===== src/rtl/move_pkg.sv =====
// ============================================================================
// Module  : move_pkg
// Brief   : Move codes and button FSM states shared by the input conditioner
//           and the game FSM.
// Revision: 1.0 - initial release
// ============================================================================
`default_nettype none

package move_pkg;

  localparam logic [1:0] MOVE_UP    = 2'd0;
  localparam logic [1:0] MOVE_DOWN  = 2'd1;
  localparam logic [1:0] MOVE_LEFT  = 2'd2;
  localparam logic [1:0] MOVE_RIGHT = 2'd3;

  typedef enum logic [1:0] {
    BTN_IDLE       = 2'd0,
    BTN_PRESS_WAIT = 2'd1,
    BTN_HELD       = 2'd2,
    BTN_REL_WAIT   = 2'd3
  } btn_state_t;

  // Bit 0 = up ... bit 3 = right; lowest set bit wins.
  function automatic logic [1:0] priority_code(input logic [3:0] ev);
    logic [1:0] code;
    code = MOVE_RIGHT;
    if (ev[0])      code = MOVE_UP;
    else if (ev[1]) code = MOVE_DOWN;
    else if (ev[2]) code = MOVE_LEFT;
    return code;
  endfunction

endpackage

`default_nettype wire


===== src/rtl/btn_debounce.sv =====
// ============================================================================
// Module  : btn_debounce
// Brief   : 2-flop synchronizer plus debounce FSM for one push-button; emits a
//           one-cycle event per accepted press. Auto-repeat under
//           MOVE_AUTOREPEAT_EN.
// Revision: 1.0 - initial release
// ============================================================================
`default_nettype none

module btn_debounce #(
  parameter int DEBOUNCE_CYCLES = 500000,
  parameter int CNT_W           = 20,
  parameter int REPEAT_CYCLES   = 25000000
) (
  input  logic Clk,
  input  logic Reset,
  input  logic btn,
  output logic evt
);
  import move_pkg::*;

  localparam logic [CNT_W-1:0] DEB_LAST = CNT_W'(DEBOUNCE_CYCLES - 1);

  if ((DEBOUNCE_CYCLES < 1) || (REPEAT_CYCLES < 1) || ((2 ** CNT_W) <= DEBOUNCE_CYCLES)) begin : g_bad_cfg
    $error("btn_debounce: invalid DEBOUNCE_CYCLES / CNT_W / REPEAT_CYCLES");
  end

  logic [1:0]       sync_ff;
  logic             sync;
  btn_state_t       state;
  logic [CNT_W-1:0] cnt;
  logic             at_last;
  logic             press_evt;

  assign sync    = sync_ff[1];
  assign at_last = (cnt == DEB_LAST);

  // Decoded from registers only, so the top's registered pulse lands one
  // cycle after the qualifying sample.
  assign press_evt = (state == BTN_PRESS_WAIT) && sync && at_last;

`ifdef MOVE_AUTOREPEAT_EN
  localparam int REP_W = (REPEAT_CYCLES > 1) ? $clog2(REPEAT_CYCLES) : 1;
  localparam logic [REP_W-1:0] REP_LAST = REP_W'(REPEAT_CYCLES - 1);

  logic [REP_W-1:0] rep_cnt;
  logic             rep_evt;

  assign rep_evt = (state == BTN_HELD) && sync && (rep_cnt == REP_LAST);
  assign evt     = press_evt | rep_evt;
`else
  assign evt = press_evt;
`endif

  always_ff @(posedge Clk or posedge Reset) begin
    if (Reset) begin
      sync_ff <= 2'b00;
      state   <= BTN_REL_WAIT;
      cnt     <= '0;
`ifdef MOVE_AUTOREPEAT_EN
      rep_cnt <= '0;
`endif
    end else begin
      sync_ff <= {sync_ff[0], btn};

      case (state)
        BTN_IDLE: begin
          if (sync) begin
            state <= BTN_PRESS_WAIT;
            cnt   <= '0;
          end
        end
        BTN_PRESS_WAIT: begin
          if (!sync)        state <= BTN_IDLE;
          else if (at_last) state <= BTN_HELD;
          else              cnt   <= cnt + 1'b1;
        end
        BTN_HELD: begin
          if (!sync) begin
            state <= BTN_REL_WAIT;
            cnt   <= '0;
          end
        end
        BTN_REL_WAIT: begin
          if (sync)         cnt   <= '0;
          else if (at_last) state <= BTN_IDLE;
          else              cnt   <= cnt + 1'b1;
        end
        default: begin
          state <= BTN_REL_WAIT;
          cnt   <= '0;
        end
      endcase

`ifdef MOVE_AUTOREPEAT_EN
      if ((state == BTN_HELD) && sync)
        rep_cnt <= (rep_cnt == REP_LAST) ? '0 : rep_cnt + 1'b1;
      else
        rep_cnt <= '0;
`endif
    end
  end

endmodule

`default_nettype wire


===== src/rtl/move_input_conditioner.sv =====
// ============================================================================
// Module  : move_input_conditioner
// Brief   : Debounces four direction buttons, arbitrates simultaneous presses
//           and holds one pending move while the game FSM is busy.
//           Optional auto-repeat: define MOVE_AUTOREPEAT_EN.
// Revision: 1.0 - initial release
// ============================================================================
`default_nettype none

module move_input_conditioner #(
  parameter int DEBOUNCE_CYCLES = 500000,
  parameter int CNT_W           = 20,
  parameter int REPEAT_CYCLES   = 25000000
) (
  input  logic       Clk,
  input  logic       Reset,
  input  logic       btn_up,
  input  logic       btn_down,
  input  logic       btn_left,
  input  logic       btn_right,
  input  logic       busy,
  output logic       up,
  output logic       down,
  output logic       left,
  output logic       right,
  output logic [1:0] move_code,
  output logic       move_dropped
);
  import move_pkg::*;

  logic [3:0] btn_raw;
  logic [3:0] evt;

  assign btn_raw = {btn_right, btn_left, btn_down, btn_up};

  for (genvar i = 0; i < 4; i++) begin : g_btn
    btn_debounce #(
      .DEBOUNCE_CYCLES(DEBOUNCE_CYCLES),
      .CNT_W          (CNT_W),
      .REPEAT_CYCLES  (REPEAT_CYCLES)
    ) u_debounce (
      .Clk  (Clk),
      .Reset(Reset),
      .btn  (btn_raw[i]),
      .evt  (evt[i])
    );
  end

  logic       win_any;
  logic [1:0] win_code;
  logic       multi_evt;

  assign win_any   = |evt;
  assign win_code  = priority_code(evt);
  assign multi_evt = |(evt & (evt - 4'd1));

  logic       pend_valid;
  logic [1:0] pend_code;
  logic       pend_valid_d;
  logic [1:0] pend_code_d;
  logic       emit_now;
  logic [1:0] emit_code;
  logic       overflow;

  always_comb begin
    emit_now     = 1'b0;
    emit_code    = MOVE_UP;
    pend_valid_d = pend_valid;
    pend_code_d  = pend_code;
    overflow     = 1'b0;

    if (pend_valid && !busy) begin
      // Emitting the stored move frees the slot for a same-cycle winner.
      emit_now     = 1'b1;
      emit_code    = pend_code;
      pend_valid_d = win_any;
      if (win_any) pend_code_d = win_code;
    end else if (win_any) begin
      if (!busy && !pend_valid) begin
        emit_now  = 1'b1;
        emit_code = win_code;
      end else if (!pend_valid) begin
        pend_valid_d = 1'b1;
        pend_code_d  = win_code;
      end else begin
        overflow = 1'b1;
      end
    end
  end

  always_ff @(posedge Clk or posedge Reset) begin
    if (Reset) begin
      up           <= 1'b0;
      down         <= 1'b0;
      left         <= 1'b0;
      right        <= 1'b0;
      move_code    <= 2'd0;
      move_dropped <= 1'b0;
      pend_valid   <= 1'b0;
      pend_code    <= 2'd0;
    end else begin
      up           <= emit_now && (emit_code == MOVE_UP);
      down         <= emit_now && (emit_code == MOVE_DOWN);
      left         <= emit_now && (emit_code == MOVE_LEFT);
      right        <= emit_now && (emit_code == MOVE_RIGHT);
      move_code    <= emit_now ? emit_code : 2'd0;
      move_dropped <= multi_evt | overflow;
      pend_valid   <= pend_valid_d;
      pend_code    <= pend_code_d;
    end
  end

endmodule

`default_nettype wire


===== config.mk =====
export PLATFORM = sky130hd
export DESIGN_NAME = move_input_conditioner
export DESIGN_NICKNAME = d
export VERILOG_FILES = /design/src/rtl/move_pkg.sv /design/src/rtl/btn_debounce.sv /design/src/rtl/move_input_conditioner.sv
export SDC_FILE = /design/constraint.sdc
export NUM_CORES = 1
export LEC_CHECK = 0
export ABC_AREA = 1
export BUFFER_PORTS_ARGS = -buffer_cell sky130_fd_sc_hd__buf_4
export CORE_MARGIN = 5
export CORE_UTILIZATION = 65
export DETAILED_ROUTE_END_ITERATION = 8
export GPL_TIMING_DRIVEN = 1
export PLACE_DENSITY = 0.83
export SKIP_CTS_REPAIR_TIMING = 1
export SLEW_MARGIN = 40
export SYNTH_ARGS = -nofsm -noshare
export SYNTH_HDL_FRONTEND = slang
export SYNTH_SLANG_ARGS = --single-unit

===== constraint.sdc =====
create_clock -name Clk -period 10.68 [get_ports Clk]
set_input_delay 2.136 -clock Clk [delete_from_list [all_inputs] [get_ports Clk]]
set_output_delay 2.136 -clock Clk [all_outputs]
set_load 0.01 [all_outputs]

==> results by group, run 1 <==
Placement
  • Port Buffers: 13
  • Area after DPL: 6490 sq um
  • Hpwl dp: 10100 microns
  • RePlAce Congestion: 0.907

Setup path
  • CP arrival: roughly 0.93 ns
  • Worst path cell trace: buf_4
  • Worst path max stage delay: 0.41 ns
  • CP required: about 8.5 ns
  • CP bufs+invs: 1
  • CP max FO: 1
  • Setup crit start kind: flop
  • Critical path type: flop to primary output
  • Critical-path top delay cell: dfrtp_1
  • Crit. End Element: primary output
  • CP top delay family: flip-flops

Synth
  • Unique masters post-synth: 47
  • Post-synthesis sequential area ratio: 0.427
  • Mapped Area: approximately 6200 sq um
  • Top-area cell type share of the netlist area: 0.393
  • Syn nets: 842
  • EDFF count, synth: 0
  • Main synth FF type: dfrtp_1
  • Seq cells post-synth: 106
  • Yosys warns: 0
  • Dominant cell type by area after synthesis: dfrtp_1
  • Synth Area per Inst: 7.53 sq um
  • Post-synth ARST share: 1.00
  • Most area-consuming cells after synthesis: dfrtp_1 39%, nand2_1 11%, inv_1 7.5%, nor2_1 6.0%, o21ai_0 4.2%
  • Mapped Cells: ~830

GRT
  • Initial antenna violation count: 0
  • Vias in the first global route: 5362
  • Largest net degree at the start of global routing: 75
  • First-pass GRT wire length: 24200 microns
  • GRT Util Overall: 0.254
  • Gr ovfl total: 0

Timing
  • Final worst-path cycle share: 0.287
  • WHS: between 0.3 and 0.4 ns
  • Setup TNS: 0 ns
  • Fmax: roughly 0.33 GHz
  • Max-slew headroom: 0.570
  • Pin slew with the least headroom to its limit: roughly 0.65 ns
  • Final setup fails: 0
  • Final min period: between 3 and 4 ns
  • RSZ-0062 raised after global routing: no
  • Worst Skew: between 0.01 and 0.015 ns
  • Max-slew violations: 0
  • Hold Fails Final Rpt: 0

Detailed routing
  • Post-Route WL: ~14000 microns
  • Routed Antenna Nets: 0
  • Drt via density: roughly 5.6
  • Drc violations: 0
  • Wirelength per Cell: between 10 and 15 microns
  • TritonRoute pass-1 iters: 4
  • DRT iter0 DRCs: 312
  • Vias: 5518

Floorplanning
  • Die X: ~110 microns
  • Row count: 35
  • Die area: between 10000 and 15000 sq um
  • Initial core utilization: 0.672
  • IO Pins: 14
  • Core area: 9280 sq um
  • Die Span Y: 108 microns

Status
  • Run status: finished, final reports clean

Run
  • Max Cap Viol: 0

Power
  • Power, Total: 0.805 mW
  • Peak supply drop: 0.0923 mV
  • Pleak: 3.13 nW
  • PD cells: 120 nW/um^2

Clock network
  • Clk buf depth: 2
  • CTS sink cnt: ~110
  • H-tree depth: 3
  • Clock slew at the register clock pins of the worst setup and hold paths: about 0.10 ns
  • Root buf cell: clkbuf_8
  • TritonCTS Buffers: 9
  • CTS tree: done
  • Clk Latency, worst-skew pair: roughly 0.38 ns

Cells and area
  • Area grow syn2layout: 7.88%
  • Fraction of layout cells with a size suffix above 1: 0.137
  • Final #Nets: roughly 860
  • Post-route design area: 6730 sq um
  • Post-layout utilization of the core: 0.725
  • Ant diodes: 0

Min path
  • Worst min-delay path class: flop to flop
[sequential cells by signal, indices dropped and copies added (netlist names), named ones only]
register / flops
down: 1
g_btn.u_debounce.cnt: 80
g_btn.u_debounce.state: 4
g_btn.u_debounce.sync_ff: 8
left: 1
move_code: 2
move_dropped: 1
pend_code: 2
pend_valid: 1
right: 1
up: 1
[cell usage in the layout (no fill, tap or decap), types with 2 or more instances in the layout]
cell | Yosys | layout
nand2_1 | 186 | 186
inv_1 | 124 | 123
nor2_1 | 99 | 99
dfrtp_1 | 98 | 98
o21ai_0 | 52 | 52
nand3_1 | 42 | 42
a21oi_1 | 26 | 26
nand4_1 | 22 | 22
nor3_1 | 21 | 21
xor2_1 | 16 | 16
inv_2 | 15 | 15
buf_4 | 0 | 13
nand2_2 | 12 | 12
o21ai_1 | 12 | 12
nor2_2 | 11 | 11
nand3_2 | 10 | 10
clkbuf_8 | 0 | 9
dfstp_2 | 8 | 8
nor3_2 | 7 | 7
nor2_4 | 6 | 6
o22ai_1 | 6 | 6
o2111ai_1 | 6 | 6
ha_1 | 6 | 6
nand2_4 | 5 | 5
a211oi_1 | 4 | 4
and3_1 | 3 | 3
o31ai_1 | 3 | 3
bufinv_16 | 0 | 3
o21ai_4 | 2 | 2
a211oi_2 | 2 | 2
a31oi_1 | 2 | 2
nand3b_1 | 2 | 2
nor3b_2 | 2 | 2
inv_4 | 1 | 2
nor3b_1 | 2 | 2
[power breakdown]
group / internal [mW] / switching [mW] / leakage, nW
clock network: 0.157 / 0.141 / 0.121
logic: 0.0229 / 0.0514 / 1.60
registers: 0.418 / 0.0147 / 1.41
[cell usage after synthesis, types with 3 or more instances]
library cell	instances
nand2_1	186
inv_1	124
o2111ai_1	6
ha_1	6
nor2_4	6
nor2_2	11
nor3_2	7
nor3_1	21
nand2_2	12
nand2_4	5
a21oi_1	26
o31ai_1	3
dfrtp_1	98
xor2_1	16
nand3_1	42
inv_2	15
nand4_1	22
o21ai_0	52
o22ai_1	6
dfstp_2	8
and3_1	3
nor2_1	99
a211oi_1	4
o21ai_1	12
nand3_2	10
[layout make-up]
class	count	area [sq um]
inverter	140	531
clock buffer	10	128
multi-input combinational	580	3030
tap	129	161
timing repair buffer	14	109
sequential	106	2660
clock inverter	6	113
fill	743	2550
[cell families after synthesis]
| family | synth area share |
|---|---|
| compound gates | 0.119 |
| xor+xnor | 0.0224 |
| fa+ha+maj | 0.0120 |
| buf+inv | 0.0880 |
| flops | 0.427 |
| simple gates | 0.332 |
[stage by stage]
stage	instances	setup slack (ns)
floorplan	829	5.77
detailed placement	969	7.47
finish	985	7.61
global placement	969	7.22
global route	985	7.59
CTS	985	7.60
[routing by layer]
layer	global-route usage	vias to the layer above	part of all wire
met1	0.329	2599	0.44
met5	0	-	0
li1	-	2718	-
met4	0.0757	0	0.025
met2	0.438	166	0.49
met3	0.0466	35	0.047
[worst paths after layout]
path	end	cells past startpoint	start	slack, ns
max	move_dropped	1	move_dropped$_DFF_PP0_	7.61
max reg2reg	g_btn[0].u_debounce.cnt[14]$_DFFE_PP0P_	9	g_btn[0].u_debounce.cnt[0]$_DFFE_PP0P_	8.65
min reg2reg	g_btn[1].u_debounce.sync_ff[1]$_DFF_PP0_	0	g_btn[1].u_debounce.sync_ff[0]$_DFF_PP0_	0.36
min in group asynchronous	g_btn[3].u_debounce.cnt[9]$_DFFE_PP0P_	2	Reset	1.76
max in group asynchronous	g_btn[2].u_debounce.cnt[8]$_DFFE_PP0P_	3	Reset	7.95
min	g_btn[1].u_debounce.sync_ff[1]$_DFF_PP0_	0	g_btn[1].u_debounce.sync_ff[0]$_DFF_PP0_	0.36
Note: power is estimated with default switching activity, not from simulation.
==> run 2, diff against run 1 <==
Settings changed: CORE_UTILIZATION 65 to 63, PLACE_DENSITY 0.83 to 0.81.
Clock period 10.68 ns to 3.03 ns, I/O delays scaled along.
==> run 2 against run 1 <==
Against the previous run: utilization shrank 3.4 points; largest cell class unchanged; non-clock buffer count grew 2; hold slack lost 0.15 ns; global-route usage shrank 1.1 points; first-iteration DRC count grew 3.8%; via count shrank 1.1%.
==> results by group, run 2 (same netlist as run 1, synthesis figures left out) <==
Clock network
  • H-tree depth: 3
  • CTS tree: done
  • CTS sink cnt: about 110
  • Clk Latency, worst-skew pair: approximately 0.40 ns
  • TritonCTS Buffers: 9
  • Root buf cell: clkbuf_8
  • Clock slew at the register clock pins of the worst setup and hold paths: approximately 0.11 ns
  • Clk buf depth: 2

Cells and area
  • Commonest non-fill, non-tap cell in the layout: nand2_1
  • Reg with most FFs: g_btn.u_debounce.cnt
  • Ant diodes: 0
  • Most frequent cells in the layout: 186 x nand2_1, 123 x inv_1, 99 x nor2_1
  • Fraction of layout cells with a size suffix above 1: 0.140
  • Area grow syn2layout: 7.82%
  • Final #Nets: 866
  • Largest register FFs: 80
  • Top flop regs: g_btn.u_debounce.cnt: 80 flops, g_btn.u_debounce.sync_ff: 8 flops, g_btn.u_debounce.state: 4 flops
  • Fillers: between 700 and 800
  • Area of the multi-input gates: 3030 sq um
  • Register area: between 2000 and 3000 sq um

Power
  • Power, Total: 2.64 mW
  • Peak supply drop: 0.421 mV
  • PD cells: roughly 390 nW/um^2
  • Pleak: between 3 and 4 nW

Setup path
  • Critical path type: flop to flop
  • Critical-path top delay cell: dfrtp_1
  • CP max FO: 13
  • Setup crit start kind: flop
  • CP top delay family: simple AND/OR/NAND/NOR gates
  • CP required: roughly 3.4 ns
  • Worst path cell trace: ha_1 -> nand3_1 -> inv_1 -> nand3_2 -> nor2_4 -> nor2_4 -> nand2_1 -> nor2_2 -> nand3_1 -> a21oi_1
  • CP arrival: around 2.3 ns
  • Worst path max stage delay: approximately 0.4 ns
  • CP bufs+invs: 1
  • Crit. End Element: flop

Run
  • Max Cap Viol: 0

Detailed routing
  • Vias: ~5500
  • TritonRoute pass-1 iters: 5
  • Drc violations: 0
  • DRT iter0 DRCs: between 300 and 400
  • Routed Antenna Nets: 0
  • Post-Route WL: ~13000 microns
  • Wirelength per Cell: about 13 microns
  • Drt via density: around 5.5

Floorplanning
  • Initial core utilization: 0.642
  • Die X: 110 microns
  • Core area: around 9700 sq um
  • Die Span Y: 110 microns
  • Row count: 36
  • Die area: between 10000 and 15000 sq um
  • IO Pins: 14

Timing
  • Final min period: slightly below 2 ns
  • Max-slew headroom: 0.684
  • WHS: between 0.2 and 0.25 ns
  • Worst Skew: 0.0186 ns
  • Final setup fails: 0
  • Fmax: approximately 0.52 GHz
  • Final worst-path cycle share: 0.639
  • Pin slew with the least headroom to its limit: approximately 0.47 ns
  • Setup TNS: 0 ns
  • Max-slew violations: 0
  • Hold Fails Final Rpt: 0
  • RSZ-0062 raised after global routing: no

GRT
  • Largest net degree at the start of global routing: 48
  • Initial antenna violation count: 0
  • Vias in the first global route: around 5200
  • GRT Util Overall: 0.243
  • First-pass GRT wire length: about 23000 microns
  • Gr ovfl total: 0

Status
  • Run status: finished, final reports clean

Placement
  • RePlAce Congestion: 0.901
  • Port Buffers: 13
  • Hpwl dp: slightly below 10000 microns

Min path
  • Worst min-delay path class: primary input to asynchronous set/reset pin
[run 2: through the flow]
stage                     std cells  utilization  setup slack [ns]  cell area (sq um)
final                           991        0.692              1.09               6730
after global routing            991        0.692             0.916               6730
after CTS                       990        0.689              1.13               6700
after detailed placement        974        0.670              1.15               6520
after global placement          974        0.670              1.22               6520
after floorplan                 829            -              1.16               6250
[run 2: layout make-up]
class                           instances  area share
Multi-Input combinational cell        580       0.450
Sequential cell                       106       0.396
Inverter                              140      0.0790
Tap cell                              133      0.0247
Timing Repair Buffer                   16      0.0227
Clock buffer                            9      0.0184
Clock inverter                          7     0.00930
[run 2: path summary, 6_finish.rpt]
check                                                         start                                       end  slack [ns]  cells past startpoint
max                          g_btn[3].u_debounce.cnt[0]$_DFFE_PP0P_    g_btn[3].u_debounce.cnt[7]$_DFFE_PP0P_        1.09                     10
min                                                           Reset   g_btn[0].u_debounce.cnt[11]$_DFFE_PP0P_        0.21                      2
max reg2reg                  g_btn[3].u_debounce.cnt[0]$_DFFE_PP0P_    g_btn[3].u_debounce.cnt[7]$_DFFE_PP0P_        1.09                     10
min reg2reg                g_btn[0].u_debounce.sync_ff[0]$_DFF_PP0_  g_btn[0].u_debounce.sync_ff[1]$_DFF_PP0_        0.36                      0
max in group asynchronous                                     Reset                asynchronous set/reset pin        2.10                      3
min in group Clk                                             btn_up  g_btn[0].u_debounce.sync_ff[0]$_DFF_PP0_        0.31                      1
[run 2: routing by layer]
| layer | global-route usage | share of wire | wire [microns] | vias to the layer above |
|---|---|---|---|---|
| met1 | 0.323 | 0.46 | 6100 | 2559 |
| met2 | 0.395 | 0.47 | 6300 | 158 |
| met4 | 0.0819 | 0.017 | 228 | 0 |
| li1 | - | - | - | 2717 |
| met5 | 0 | 0 | 0 | - |
| met3 | 0.0564 | 0.052 | 695 | 22 |
[run 2: worst register-to-register path, stage by stage, from the launching register on]
cell and delay [ns]:
dfrtp_1 0.41, ha_1 0.23, nand3_1 0.11, inv_1 0.10
nand3_2 0.12, nor2_4 0.05, nor2_4 0.28, nand2_1 0.16
nor2_2 0.18, nand3_1 0.11, a21oi_1 0.14
[run 2: where the power goes]
group	switching [mW]	internal, mW
Combinational	0.181	0.0855
Clock	0.538	0.314
Sequential	0.0514	1.47
==> run 3, diff against run 2 <==
Clock period 3.03 ns to 2 ns, I/O delays scaled along.
==> run 3 against run 2 <==
Against the previous run: wire length is 1.4% higher; via count is 0.73% higher; clock skew is 0.0060 ns lower; sequential share of layout area is 0.10 points lower; register-to-register slack worse by 0.90 ns; worst setup slack worse by 0.90 ns; design area is 0.26% higher; highest routed layer unchanged; sequential power is 52% higher; critical path depth stayed put; non-clock buffer count is 5 higher; first-iteration DRC count is 0.62% higher.
==> results by group, run 3 (same netlist as run 1, synthesis figures left out) <==
Status
  • Run status: finished, final reports clean

Floorplanning
  • Die X: ~110 microns
  • Initial core utilization: 0.642
  • Row count: 36
  • Die Span Y: 110 microns
  • Core area: a little under 10000 sq um
  • Die area: ~12000 sq um
  • IO Pins: 14

Cells and area
  • Final #Nets: slightly below 900
  • Post-layout utilization of the core: 0.694
  • Area grow syn2layout: 8.10%
  • Reg with most FFs: g_btn.u_debounce.cnt
  • Fraction of layout cells with a size suffix above 1: 0.146
  • Top flop regs: g_btn.u_debounce.cnt: 80 flops, g_btn.u_debounce.sync_ff: 8 flops, g_btn.u_debounce.state: 4 flops
  • Largest register FFs: 80
  • Commonest non-fill, non-tap cell in the layout: nand2_1
  • Ant diodes: 0
  • Most frequent cells in the layout: 186 x nand2_1, 123 x inv_1, 98 x nor2_1, 98 x dfrtp_1, 52 x o21ai_0

Timing
  • RSZ-0062 raised after global routing: no
  • Fmax: around 0.55 GHz
  • Worst Skew: between 0.01 and 0.015 ns
  • Final setup fails: 0
  • Pin slew with the least headroom to its limit: between 0.4 and 0.5 ns
  • Max-slew headroom: 0.680
  • Max-slew violations: 0
  • Final min period: 1.81 ns
  • Worst setup margin: a little under 0.2 ns
  • Hold Fails Final Rpt: 0
  • Final worst-path cycle share: 0.903
  • Setup TNS: 0 ns

Power
  • Peak supply drop: 0.556 mV
  • PD cells: just under 600 nW/um^2
  • Pleak: ~3.1 nW

Placement
  • Port Buffers: 13
  • RePlAce Congestion: between 0.9 and 1
  • Hpwl dp: between 10000 and 15000 microns
  • Pre-CTS WS: 0.197 ns

Detailed routing
  • Vias: 5496
  • Drt via density: between 5 and 6
  • DRT iter0 DRCs: about 330
  • Wirelength per Cell: around 14 microns
  • TritonRoute pass-1 iters: 5
  • Post-Route WL: 13500 microns
  • Routed Antenna Nets: 0
  • Drc violations: 0

Setup path
  • Setup crit start kind: flop
  • R2R depth: 10
  • R2r setup slk: between 0.15 and 0.2 ns
  • Critical-path top delay cell: dfrtp_1
  • Worst path max stage delay: 0.41 ns
  • FF-to-FF Start: g_btn[3].u_debounce.cnt[0]$_DFFE_PP0P_
  • Critical path type: flop to flop
  • Reg-to-Reg End: g_btn[3].u_debounce.cnt[7]$_DFFE_PP0P_
  • CP required: roughly 2.3 ns
  • Worst path cell trace: ha_1 -> nand3_1 -> inv_1 -> nand3_2 -> nor2_4 -> nor2_4 -> nand2_1 -> nor2_2 -> nand3_1 -> a21oi_1
  • Worst Setup EP: g_btn[3].u_debounce.cnt[7]$_DFFE_PP0P_
  • CP arrival: 2.12 ns
  • Crit. End Element: flop
  • Crit path launch: g_btn[3].u_debounce.cnt[0]$_DFFE_PP0P_
  • CP max FO: 8

Min path
  • Worst min-delay path class: primary input to asynchronous set/reset pin

Clock network
  • H-tree depth: 3
  • Clk buf depth: 2
  • Clock slew at the register clock pins of the worst setup and hold paths: approximately 0.11 ns
  • TritonCTS Buffers: 9
  • CTS sink cnt: about 110
  • Root buf cell: clkbuf_8
  • Clk Latency, worst-skew pair: around 0.40 ns
  • CTS tree: done

Run
  • Max Cap Viol: 0

GRT
  • GRT Util Overall: 0.249
  • First-pass GRT wire length: roughly 24000 microns
  • Initial antenna violation count: 0
  • Vias in the first global route: 5395
  • Largest net degree at the start of global routing: 47
  • Gr ovfl total: 0
[run 3: worst min path at each step]
| stage | slack, ns | cells after the start | to |
|---|---|---|---|
| 2_1_floorplan | 0.33 | 0 | g_btn[0].u_debounce.sync_ff[1]$_DFF_PP0_ |
| 3_3_place_gp | 0.33 | 0 | g_btn[1].u_debounce.sync_ff[1]$_DFF_PP0_ |
| 3_5_place_dp | 0.34 | 0 | g_btn[1].u_debounce.sync_ff[1]$_DFF_PP0_ |
| 4_1_cts | -0.008 | 2 | g_btn[3].u_debounce.sync_ff[1]$_DFF_PP0_ |
| 5_1_grt | 0.002 | 2 | g_btn[3].u_debounce.cnt[16]$_DFFE_PP0P_ |
| 6_report | 0.0005 | 2 | g_btn[3].u_debounce.sync_ff[1]$_DFF_PP0_ |
[run 3: final cells by class]
class | count | area (sq um)
clock buffer | 9 | 124
clock inverter | 7 | 60.1
fill | 792 | 2980
inverter | 140 | 532
multi-input combinational | 580 | 3030
sequential | 106 | 2660
tap | 133 | 166
timing repair buffer | 21 | 170
[run 3: where the power goes]
part	total, mW	internal [mW]	leakage, nW	switching [mW]
clock	1.29	0.475	0.0961	0.813
sequential	2.31	2.23	1.41	0.0769
combinational	0.418	0.136	1.64	0.282
total	4.01	2.84	3.14	1.17
[run 3: worst max-delay path: cells and delay by family (launching register included)]
| family | cells | cell delay [ns] |
|---|---|---|
| buf+inv | 1 | 0.09 |
| compound gates | 1 | 0.14 |
| flops | 1 | 0.41 |
| fa+ha+maj | 1 | 0.23 |
| simple gates | 7 | 0.87 |
[run 3: per-layer routing]
layer | GRT usage | wire [microns] | up-vias
met1 | 0.320 | 5950 | 2590
met2 | 0.412 | 6560 | 148
met3 | 0.0523 | 725 | 27
met5 | 0 | 0 | -
met4 | 0.0980 | 259 | 0
li1 | - | - | 2731
[run 3: per-stage QoR]
stage / cell area (sq um) / std cells / hold WS [ns] / total power [mW]
2_1_floorplan: 6250 / 829 / 0.331 / 2.63
3_3_place_gp: 6550 / 979 / 0.331 / 2.73
3_5_place_dp: 6550 / 979 / 0.338 / 2.77
4_1_cts: 6740 / 995 / -0.00796 / 4.05
5_1_grt: 6750 / 996 / 0.00209 / 4.22
6_report: 6750 / 996 / 0.000462 / 4.01
